`src/rtl/sample_bank_ctrl_pkg.sv`:
```
// Shared encoder definitions for the ping-pong sample bank controller.
// Holds the read-FSM state encoding and the sample RAM geometry used by
// the controller, its reader sub-module and the bus interface.
package sample_bank_ctrl_pkg;

    typedef enum logic [1:0] {
        R_IDLE  = 2'd0,
        R_RUN   = 2'd1,
        R_DRAIN = 2'd2
    } rd_state_t;

    localparam int RAM_DEPTH = 8192;
    localparam int SAMPLE_W  = 16;

endpackage

```
`src/rtl/sample_bank_ctrl_if.sv`:
```
// Bus bundle for sample_bank_ctrl: producer handshake, consumer stream and
// the two RAM ports. The controller uses the slave modport; the environment
// (producer, consumer, RAM) uses the master modport.
//   producer : iSample, iValid, oReady, iFlush
//   consumer : oBlockAvail, oBlockLen, iStartRead, oSample, oSampleValid, oLastSample
//   RAM      : oRamData1, oRamWAddr1, oRamWE1, oRamRAddr2, iRamQ2, oRamWE2
interface sample_bank_ctrl_if
    import sample_bank_ctrl_pkg::*;
#(
    parameter int ADDR_W = 16,
    parameter int LEN_W  = 13
) ();

    logic [SAMPLE_W-1:0] iSample;
    logic                iValid;
    logic                oReady;
    logic                iFlush;
    logic                oBlockAvail;
    logic [LEN_W-1:0]    oBlockLen;
    logic                iStartRead;
    logic [SAMPLE_W-1:0] oSample;
    logic                oSampleValid;
    logic                oLastSample;
    logic [SAMPLE_W-1:0] oRamData1;
    logic [ADDR_W-1:0]   oRamWAddr1;
    logic                oRamWE1;
    logic [ADDR_W-1:0]   oRamRAddr2;
    logic [SAMPLE_W-1:0] iRamQ2;
    logic                oRamWE2;

    modport slave (
        input  iSample, iValid, iFlush, iStartRead, iRamQ2,
        output oReady, oBlockAvail, oBlockLen, oSample, oSampleValid, oLastSample,
               oRamData1, oRamWAddr1, oRamWE1, oRamRAddr2, oRamWE2
    );

    modport master (
        output iSample, iValid, iFlush, iStartRead, iRamQ2,
        input  oReady, oBlockAvail, oBlockLen, oSample, oSampleValid, oLastSample,
               oRamData1, oRamWAddr1, oRamWE1, oRamRAddr2, oRamWE2
    );

endinterface

```
`src/rtl/sample_bank_reader.sv`:
```
// Read side of the ping-pong controller: owns the read bank pointer, issues
// one RAM port-2 address per cycle for the waiting block and delays the
// valid/last qualifiers by one cycle to line up with the registered RAM data.
// Ports:
//   iClock, iReset_n          clock, synchronous active-low reset
//   iBlockFull, iBlockLen     full flag and length of the bank at oBank
//   iStartRead                consumer start request
//   oBank                     bank currently owned by the reader
//   oDrain                    high in the cycle whose edge releases oBank
//   oBlockAvail, oBlockLen    waiting-block indication to the consumer
//   oRamRAddr2                registered RAM read address
//   oSampleValid, oLastSample registered stream qualifiers
//
// state   | meaning
// R_IDLE  | waiting for a full bank and a start request
// R_RUN   | issuing one read address per cycle
// R_DRAIN | last read data returning; bank is released at the next edge
module sample_bank_reader
    import sample_bank_ctrl_pkg::*;
#(
    parameter int BLOCK_SIZE = 4096,
    parameter int ADDR_W     = 16,
    parameter int LEN_W      = 13
) (
    input  logic              iClock,
    input  logic              iReset_n,
    input  logic              iBlockFull,
    input  logic [LEN_W-1:0]  iBlockLen,
    input  logic              iStartRead,
    output logic              oBank,
    output logic              oDrain,
    output logic              oBlockAvail,
    output logic [LEN_W-1:0]  oBlockLen,
    output logic [ADDR_W-1:0] oRamRAddr2,
    output logic              oSampleValid,
    output logic              oLastSample
);

    rd_state_t         state;
    logic [LEN_W-1:0]  rindex;      // next index to issue
    logic              issue;       // oRamRAddr2 holds a live address
    logic              issue_last;  // ...and it is the block's final one
    logic [ADDR_W-1:0] base;

    assign base        = oBank ? ADDR_W'(BLOCK_SIZE) : '0;
    assign oBlockAvail = (state == R_IDLE) && iBlockFull;
    assign oBlockLen   = oBlockAvail ? iBlockLen : '0;
    assign oDrain      = (state == R_DRAIN);

    always_ff @(posedge iClock) begin
        if (!iReset_n) begin
            state        <= R_IDLE;
            oBank        <= 1'b0;
            rindex       <= '0;
            issue        <= 1'b0;
            issue_last   <= 1'b0;
            oRamRAddr2   <= '0;
            oSampleValid <= 1'b0;
            oLastSample  <= 1'b0;
        end else begin
            // RAM data lags the address by one edge
            oSampleValid <= issue;
            oLastSample  <= issue & issue_last;
            case (state)
                R_IDLE: begin
                    if (iStartRead && oBlockAvail) begin
                        state      <= R_RUN;
                        oRamRAddr2 <= base;
                        issue      <= 1'b1;
                        issue_last <= (iBlockLen == LEN_W'(1));
                        rindex     <= LEN_W'(1);
                    end
                end
                R_RUN: begin
                    if (issue_last) begin
                        issue      <= 1'b0;
                        issue_last <= 1'b0;
                        state      <= R_DRAIN;
                    end else begin
                        oRamRAddr2 <= base + ADDR_W'(rindex);
                        issue_last <= (rindex == iBlockLen - LEN_W'(1));
                        rindex     <= rindex + LEN_W'(1);
                    end
                end
                R_DRAIN: begin
                    oBank <= ~oBank;
                    state <= R_IDLE;
                end
                default: state <= R_IDLE;
            endcase
        end
    end

endmodule

```
`src/rtl/sample_bank_ctrl.sv`:
```
// Ping-pong bank controller for the encoder's dual-port sample RAM. The
// producer fills one bank through RAM port 1 while the reader streams the
// other bank out through RAM port 2. Short blocks are closed with iFlush.
// Ports:
//   iClock    sole clock, rising edge
//   iReset_n  synchronous active-low reset
//   bus       sample_bank_ctrl_if.slave (producer, consumer and RAM signals)
module sample_bank_ctrl
    import sample_bank_ctrl_pkg::*;
#(
    parameter int BLOCK_SIZE = 4096,
    parameter int ADDR_W     = 16,
    parameter int LEN_W      = 13
) (
    input  logic              iClock,
    input  logic              iReset_n,
    sample_bank_ctrl_if.slave bus
);

    localparam int IDX_W = (BLOCK_SIZE > 2) ? $clog2(BLOCK_SIZE) : 1;

    logic              wbank;
    logic [IDX_W-1:0]  windex;
    logic [1:0]        full;
    logic [LEN_W-1:0]  blk_len [2];
    logic              accept;
    logic              close_full;
    logic              close_short;
    logic              rbank;
    logic              drain;
    logic              rd_avail;
    logic [LEN_W-1:0]  rd_len;
    logic [ADDR_W-1:0] rd_addr;
    logic              rd_valid;
    logic              rd_last;

    assign bus.oReady = ~full[wbank];
    assign accept     = bus.iValid & bus.oReady;
    assign close_full = accept && (windex == IDX_W'(BLOCK_SIZE - 1));
    // A flush only closes a bank that holds (or is receiving) at least one sample;
    // a flush landing on the block-completing sample is just a full block.
    assign close_short = bus.iFlush && !close_full && ((windex != '0) || accept);

    always_ff @(posedge iClock) begin
        if (!iReset_n) begin
            wbank          <= 1'b0;
            windex         <= '0;
            full           <= '0;
            blk_len[0]     <= '0;
            blk_len[1]     <= '0;
            bus.oRamWE1    <= 1'b0;
            bus.oRamWAddr1 <= '0;
            bus.oRamData1  <= '0;
        end else begin
            bus.oRamWE1 <= accept;
            if (accept) begin
                bus.oRamWAddr1 <= (wbank ? ADDR_W'(BLOCK_SIZE) : '0) + ADDR_W'(windex);
                bus.oRamData1  <= bus.iSample;
            end
            if (close_full || close_short) begin
                full[wbank]    <= 1'b1;
                blk_len[wbank] <= close_full ? LEN_W'(BLOCK_SIZE)
                                             : LEN_W'(windex) + LEN_W'(accept);
                wbank          <= ~wbank;
                windex         <= '0;
            end else if (accept) begin
                windex <= windex + IDX_W'(1);
            end
            // Reader always releases the bank the writer is not closing.
            if (drain) begin
                full[rbank] <= 1'b0;
            end
        end
    end

    sample_bank_reader #(
        .BLOCK_SIZE (BLOCK_SIZE),
        .ADDR_W     (ADDR_W),
        .LEN_W      (LEN_W)
    ) u_reader (
        .iClock       (iClock),
        .iReset_n     (iReset_n),
        .iBlockFull   (full[rbank]),
        .iBlockLen    (blk_len[rbank]),
        .iStartRead   (bus.iStartRead),
        .oBank        (rbank),
        .oDrain       (drain),
        .oBlockAvail  (rd_avail),
        .oBlockLen    (rd_len),
        .oRamRAddr2   (rd_addr),
        .oSampleValid (rd_valid),
        .oLastSample  (rd_last)
    );

    assign bus.oBlockAvail  = rd_avail;
    assign bus.oBlockLen    = rd_len;
    assign bus.oRamRAddr2   = rd_addr;
    assign bus.oSampleValid = rd_valid;
    assign bus.oLastSample  = rd_last;
    assign bus.oSample      = bus.iRamQ2;
    assign bus.oRamWE2      = 1'b0;

endmodule

```
`src/flat_wrapper.sv`:
```
// flat-port wrapper written by rule: the top's interface ports become plain ports
module sample_bank_ctrl_flat import sample_bank_ctrl_pkg::*;
#(
    parameter int BLOCK_SIZE = 4096,
    parameter int ADDR_W     = 16,
    parameter int LEN_W      = 13
)
  (iClock, iReset_n, bus_iSample, bus_iValid, bus_iFlush, bus_iStartRead, bus_iRamQ2, bus_oReady, bus_oBlockAvail, bus_oBlockLen, bus_oSample, bus_oSampleValid, bus_oLastSample, bus_oRamData1, bus_oRamWAddr1, bus_oRamWE1, bus_oRamRAddr2, bus_oRamWE2);
  sample_bank_ctrl_if #(.ADDR_W(ADDR_W), .LEN_W(LEN_W)) bus_i ();
  input  logic iClock;
  input  logic iReset_n;
  input wire logic [$bits(bus_i.iSample)-1:0] bus_iSample;
  input wire logic [$bits(bus_i.iValid)-1:0] bus_iValid;
  input wire logic [$bits(bus_i.iFlush)-1:0] bus_iFlush;
  input wire logic [$bits(bus_i.iStartRead)-1:0] bus_iStartRead;
  input wire logic [$bits(bus_i.iRamQ2)-1:0] bus_iRamQ2;
  output wire logic [$bits(bus_i.oReady)-1:0] bus_oReady;
  output wire logic [$bits(bus_i.oBlockAvail)-1:0] bus_oBlockAvail;
  output wire logic [$bits(bus_i.oBlockLen)-1:0] bus_oBlockLen;
  output wire logic [$bits(bus_i.oSample)-1:0] bus_oSample;
  output wire logic [$bits(bus_i.oSampleValid)-1:0] bus_oSampleValid;
  output wire logic [$bits(bus_i.oLastSample)-1:0] bus_oLastSample;
  output wire logic [$bits(bus_i.oRamData1)-1:0] bus_oRamData1;
  output wire logic [$bits(bus_i.oRamWAddr1)-1:0] bus_oRamWAddr1;
  output wire logic [$bits(bus_i.oRamWE1)-1:0] bus_oRamWE1;
  output wire logic [$bits(bus_i.oRamRAddr2)-1:0] bus_oRamRAddr2;
  output wire logic [$bits(bus_i.oRamWE2)-1:0] bus_oRamWE2;
  assign bus_i.iSample = bus_iSample;
  assign bus_i.iValid = bus_iValid;
  assign bus_i.iFlush = bus_iFlush;
  assign bus_i.iStartRead = bus_iStartRead;
  assign bus_i.iRamQ2 = bus_iRamQ2;
  assign bus_oReady = bus_i.oReady;
  assign bus_oBlockAvail = bus_i.oBlockAvail;
  assign bus_oBlockLen = bus_i.oBlockLen;
  assign bus_oSample = bus_i.oSample;
  assign bus_oSampleValid = bus_i.oSampleValid;
  assign bus_oLastSample = bus_i.oLastSample;
  assign bus_oRamData1 = bus_i.oRamData1;
  assign bus_oRamWAddr1 = bus_i.oRamWAddr1;
  assign bus_oRamWE1 = bus_i.oRamWE1;
  assign bus_oRamRAddr2 = bus_i.oRamRAddr2;
  assign bus_oRamWE2 = bus_i.oRamWE2;
  sample_bank_ctrl #(.BLOCK_SIZE(BLOCK_SIZE), .ADDR_W(ADDR_W), .LEN_W(LEN_W)) u_core (.iClock(iClock), .iReset_n(iReset_n), .bus(bus_i));
endmodule
```
`config.mk`:
```
export PLATFORM = sky130hd
export DESIGN_NAME = sample_bank_ctrl_flat
export DESIGN_NICKNAME = d
export VERILOG_FILES = /design/src/rtl/sample_bank_ctrl_pkg.sv /design/src/rtl/sample_bank_ctrl_if.sv /design/src/rtl/sample_bank_reader.sv /design/src/rtl/sample_bank_ctrl.sv /design/src/flat_wrapper.sv
export SDC_FILE = /design/constraint.sdc
export NUM_CORES = 1
export LEC_CHECK = 0
export ABC_CLOCK_PERIOD_IN_PS = 5100
export CAP_MARGIN = 15
export CELL_PAD_IN_SITES_DETAIL_PLACEMENT = 0
export CELL_PAD_IN_SITES_GLOBAL_PLACEMENT = 1
export CORE_MARGIN = 2
export CORE_UTILIZATION = 41
export DETAILED_ROUTE_END_ITERATION = 16
export PLACE_DENSITY_LB_ADDON = 0.1
export SLEW_MARGIN = 20
export SYNTH_ARGS = -nofsm -noshare
export SYNTH_HDL_FRONTEND = slang
export SYNTH_SLANG_ARGS = --single-unit
```
`constraint.sdc`:
```
create_clock -name iClock -period 5.1 [get_ports iClock]
set_input_delay 0.765 -clock iClock [delete_from_list [all_inputs] [get_ports iClock]]
set_output_delay 0.765 -clock iClock [all_outputs]
set_load 0.01 [all_outputs]
```
* Word-level counts from Yosys, hierarchy flattened
Memory sizes are Yosys's and may differ from the RTL's. A register that Yosys moved wholly into a read port is not among the register bits.
Cells that the tools add are included.
** Word-level totals
- RAM bits :: 26
- Memory bits (read-only) :: 0
- Bits in registers :: 84
- Memories :: 1
- Output and inout port bits :: 83
- Logic and storage cells :: 100
- Bits of input ports :: 37
- Latch bits :: 0
** Cells by class
- Bitwise operators :: 9
- Magnitude comparators :: 4
- Muxes and demuxes :: 39
- Eq/ne operators :: 8
- Shift-type cells :: 0
- Multiply operators :: 0
- Reductions and logical operators :: 19
- Div/mod/pow operators :: 0
- $add $sub $neg :: 6
** Memory list
- u_core.blk_len :: depth 2, bits a word 13, read ports 1, clocked after Yosys merged registers in 1, write ports 2, line sample_bank_ctrl.sv:25 : logic [LEN_W-1:0] blk_len [2];
** Operators with widths (count)
- 2-to-1 mux 13 bit :: 7
- 2-to-1 mux 16 bit :: 2
- case mux 16 bit (2 select lines) :: 1
- case mux 13 bit (2 select lines) :: 1
- 2-to-1 mux 1 bit :: 18
- adder 16 x 12 -> 16 bit :: 1
- adder 16 x 13 -> 16 bit :: 1
- adder 12 x 1 -> 13 bit :: 1
- adder 13 x 1 -> 13 bit (second input constant) :: 1
- == test 13 x 1 -> 1 bit (second input constant) :: 1
- == test 13 bit :: 1
- OR reduction 13 bit :: 1
- subtractor 13 x 1 -> 13 bit (second input constant) :: 1
- adder 12 x 1 -> 12 bit (second input constant) :: 1
- == test 12 bit (second input constant) :: 1
- nonzero test 12 bit :: 1
- 2-to-1 mux 2 bit :: 5
- logical AND 1 bit :: 7
- AND reduction 3 bit :: 2
- < comparator 1 x 2 -> 1 bit (second input constant) :: 2
- inequality test 2 bit (second input constant) :: 2
- inverter 1 bit :: 4
- case mux 1 bit (2 select lines) :: 2
- case mux 2 bit (2 select lines) :: 1
- 15 further kinds :: 20

* Longest topological paths before layout
- Word-level depth :: 14
- Depth in mapped cells :: 12
- Depth with buffers taken out :: 11

* Hierarchy
From an unflattened synthesis, not the netlist that was laid out.
** Unflattened totals
- Cells, all modules :: 570
- Area total of the unflattened synthesis :: 5316.3 µm²
** By module, submodules not included
- sample_bank_ctrl :: times used 1, sequential area each 1681.6 µm², cells each 363, area each 3473.3 µm²
- sample_bank_reader :: times used 1, sequential area each 680.7 µm², cells each 207, area each 1843.0 µm²

* Least setup slack after synthesis
Ideal clock, no wire load.
- Path kind :: flip-flop to flip-flop
- Start point :: reg u_core.wbank
- End point :: mem u_core.blk_len[1][11], data pin
- Stages on the path, launching flop included :: 12
- Library setup time :: 0.257 ns
- Setup slack :: 2.362 ns
- Data arrival time :: 2.481 ns
- Data required time :: 4.843 ns
- Path through :: dfxtp_1 > mux2i_1 > nand2_1 > inv_1 > clkbuf_1 > ha_1 > nand3_1 > nor3_1 > nand3_1 > xnor2_1 > nand2_1 > nor2_1
** RTL lines
- from (decl) :: line sample_bank_ctrl.sv:22 : logic wbank;
- from (signal assigned) :: line sample_bank_ctrl.sv:64 : wbank <= ~wbank;
- to (decl) :: line sample_bank_ctrl.sv:25

* Worst setup path in the final report
- Start point :: reg u_core.u_reader.oBank
- End point :: out bus_oBlockLen[1]
** Between the ends
- Cells in the longest elaborated chain, start to end :: 4
** RTL lines
- from (decl) :: line sample_bank_reader.sv:30 : output logic oBank,
- from (signal assigned) :: line sample_bank_reader.sv:86 : oBank <= ~oBank;
- 2-to-1 mux 1 bit (implied by the code) (2 in series) :: line sample_bank_ctrl.sv:83 : .iBlockFull (full[rbank]),
- logical AND 1 bit :: line sample_bank_reader.sv:46 : assign oBlockAvail = (state == R_IDLE) && iBlockFull;
- 2-to-1 mux 13 bit :: line sample_bank_reader.sv:47 : assign oBlockLen = oBlockAvail ? iBlockLen : '0;
- to (decl) :: line flat_wrapper.sv:19 : output wire logic [$bits(bus_i.oBlockLen)-1:0] bus_oBlockLen;
Every way passes these cells. The select of a mux whose other input is x is not followed.

==> results_dict.tcl <==
set metrics [dict create \
    outcome "finished clean" \
    numCtsBuffers 9 \
    grt_first_pass_wirelength_um 21070 \
    design_area_um2 6437 \
    place.gp.congestion 0.8124 \
    synthTopCellsByArea "dfxtp_1 30%, edfxtp_1 15%, nand2_1 6.7%" \
    routed_via_density 5.085 \
    ys_warn_count 0 \
    synth_edf_count 26 \
    cts-resized-gates 0 \
    seq_area_um2 2384 \
    tns_ns 0 \
    place_hpwl_um 8952 \
    synth.most_common_cell "nand2_1" \
    rsz0062_at_grt "false" \
    min_path_type "flop to flop" \
    min_period_over_period_pct 59.41 \
    place_inst 811 \
    synthXorXnorAreaFrac_pct 6.531 \
    layout.cells.non_filler 826 \
    start_util_pct 42.16 \
    holdCritStartpoint "u_core.bus.oRamData1[13]" \
    antenna_found_initial 0 \
    worst_setup_path_start_kind "flop" \
    muxShareOfSynthArea_pct 3.569 \
    crit_path_end_kind "primary output" \
    cellLeakagePower_nw 2.246 \
    ys_seq_area_share_pct 44.41 \
    cts_hold_buffers 0 \
    r2r_start "u_core.wbank" \
    path_buf_inv 1 \
    crit_chain "mux2i_1, or3_1, nor2_1, clkdlybuf4s50_1" \
    clock-root-buffer "clkbuf_16" \
    multi_input_area_um2 2615 \
    synthArstFlopShare_pct 0 \
    yosysTopAreaCell "dfxtp_1" \
    area_delta_synth_final_pct 20.01 \
    synth_common_cells "96 x nand2_1, 80 x dfxtp_1, 64 x nor2_1" \
    r2r_cells 6 \
    synth_flop_cell "dfxtp_1" \
    synth.avg_cell_area_um2 8.793 \
    path_depth 4 \
    ioPinCount 120 \
    utilization_pct 50.60 \
    clk_latency_ns 0.35 \
    synthesis.area_um2 5364 \
    worstSetupEndpoint "bus_oBlockLen[1]" \
    synth_seq_cells 106 \
    startpoint "u_core.u_reader.oBank" \
    maxCapViolations 0 \
    skew_ns 0.007125 \
    synth_simple_gate_area_share_pct 23.61 \
    fin_crit_ns 3.030 \
    p_per_area_nw_per_um2 297.4 \
    first_global_vias 4156 \
    netlist_instances 610 \
    worst-r2r-setup-slack_ns 2.24 \
    gr-total-overflow 0 \
    critPathTopFamily "simple AND/OR/NAND/NOR gates" \
    final_nets 695 \
    crit_slowest_cell "clkdlybuf4s50_1" \
    synth_top_area_share_pct 29.86 \
    crit_path_max_fanout 14 \
    fillers 1279 \
    clk_pin_slew_worst_paths_ns 0.07 \
    max_freq_mhz 330.0 \
    worst_pin_slew_ns 0.6991 \
    post-place-ws_ns 1.770 \
    final_max_slew_viol_count 0 \
    wl_um 12540 \
    vias 4200 \
    post_cts.repair.setup_buffers 0 \
    die_area_um2 14010 \
    routedWlPerCell_um 15.18 \
    r2r_end "u_core.blk_len[1][6]" \
    arrival_ns 2.27 \
    hold_viol_final 0 \
    die_h_um 118.4 \
    synth.distinct_cells 51 \
    cts_max_level 3 \
    grt.total_usage_pct 18.39 \
    cts_tree "yes" \
    synth_top_family_by_area "simple AND/OR/NAND/NOR gates" \
    peakVddDrop_v 0.0001913 \
    setup_slack_ns 2.070 \
    route.detailed.drc 0 \
    detail-route-antenna-nets 0 \
    drt-initial-drc-count 245 \
    placed_cell_area_um2 6108 \
    worstSetupPathType "flop to primary output" \
    coreArea_um2 12720 \
    insertedDiodeCount 0 \
    cp.required_ns 4.34 \
    slew_headroom_pct 53.14 \
    row_count 41 \
    setup_violations 0 \
    grt_start_max_net_pins 75 \
    die_w_um 118.4 \
    clock_path_buffers 2 \
    synth_compound_gate_area_share_pct 12.76 \
    io_buffer_count 81 \
    clock_sinks 106 \
    cpPeakStageDelay_ns 0.56 \
    first_pass_iters 5 \
    synth_fa_ha_area_share_pct 1.866 \
    drive_gt1_share_pct 6.269 \
]
[registers in the layout, summed over array words and instances (netlist names), named ones only]
register / count
u_core.blk_len: 26
u_core.bus.oRamData1: 16
u_core.u_reader.oRamRAddr2: 14
u_core.bus.oRamWAddr1: 13
u_core.u_reader.rindex: 13
u_core.windex: 12
u_core.full: 2
u_core.u_reader.state: 2
u_core.bus.oRamWE1: 1
u_core.u_reader.issue: 1
u_core.u_reader.issue_last: 1
u_core.u_reader.oBank: 1
u_core.u_reader.oLastSample: 1
u_core.u_reader.oSampleValid: 1
u_core.wbank: 1
[worst min-delay path by stage]
stage	end	slack (ns)	cells past startpoint
2_1_floorplan	u_core.u_reader.oSampleValid	0.44	1
3_3_place_gp	u_core.bus.oRamData1[9]	0.45	2
3_5_place_dp	u_core.bus.oRamWAddr1[11]	0.46	2
4_1_cts	u_core.bus.oRamData1[13]	0.47	2
5_1_grt	u_core.bus.oRamData1[8]	0.49	2
6_report	u_core.bus.oRamData1[13]	0.46	2
[cells by family (layout without fill, tap and decap cells)]
family                     after synthesis  count (layout)
buffers and inverters                   75             114
adders and majority gates                8               8
other                                    1               6
xor gates and xnor gates                40              40
and+or+nand+nor                        265             265
DFF                                    106             106
muxes                                   18              18
AOI/OAI and AO/OA                       97              97
[worst register-to-register path, stage by stage, from the launching register on]
cell and delay [ns]:
dfxtp_1 0.45, mux2i_1 0.45, nand3_2 0.17, nor3_2 0.56, a21oi_2 0.15, nor2b_1 0.22, nand2b_1 0.50
[through the flow]
stage | total power [mW] | hold WS (ns)
floorplan | 1.104 | 0.4440
global placement | 1.185 | 0.4504
detailed placement | 1.188 | 0.4603
CTS | 1.937 | 0.4689
global route | 1.997 | 0.4905
finish | 1.915 | 0.4642
[report_power, final]
group	switching [mW]	internal, mW
Sequential	0.0263	0.894
Clock	0.302	0.446
Combinational	0.140	0.106
Total	0.469	1.45
[layout make-up]
cell class / instances / area share, %
Multi-Input combinational cell: 434 / 40.62
Sequential cell: 106 / 37.03
Timing Repair Buffer: 87 / 13.22
Clock buffer: 11 / 4.101
Tap cell: 172 / 3.343
Clock inverter: 4 / 0.9913
Inverter: 12 / 0.6997
[per-layer routing]
layer	share of wire [%]	wire length, um	vias up	GRT usage, %
met5	0	0	-	0
met4	2.1	260	0	7.589
met3	5.7	717	22	5.164
met2	46	5779	107	29.59
met1	46	5780	1939	23.22
li1	-	-	2132	-
[cell usage in the layout (no fill, tap or decap), drive strengths merged, types with 19 or more instances in the layout]
cell	instances
a21boi	35
clkdlybuf4s50	80
dfxtp	80
edfxtp	26
nand2	96
nand3	19
nor2	64
nor3	26
o21ai	21
xnor2	22
No activity file was read; power rests on OpenSTA's default activity.
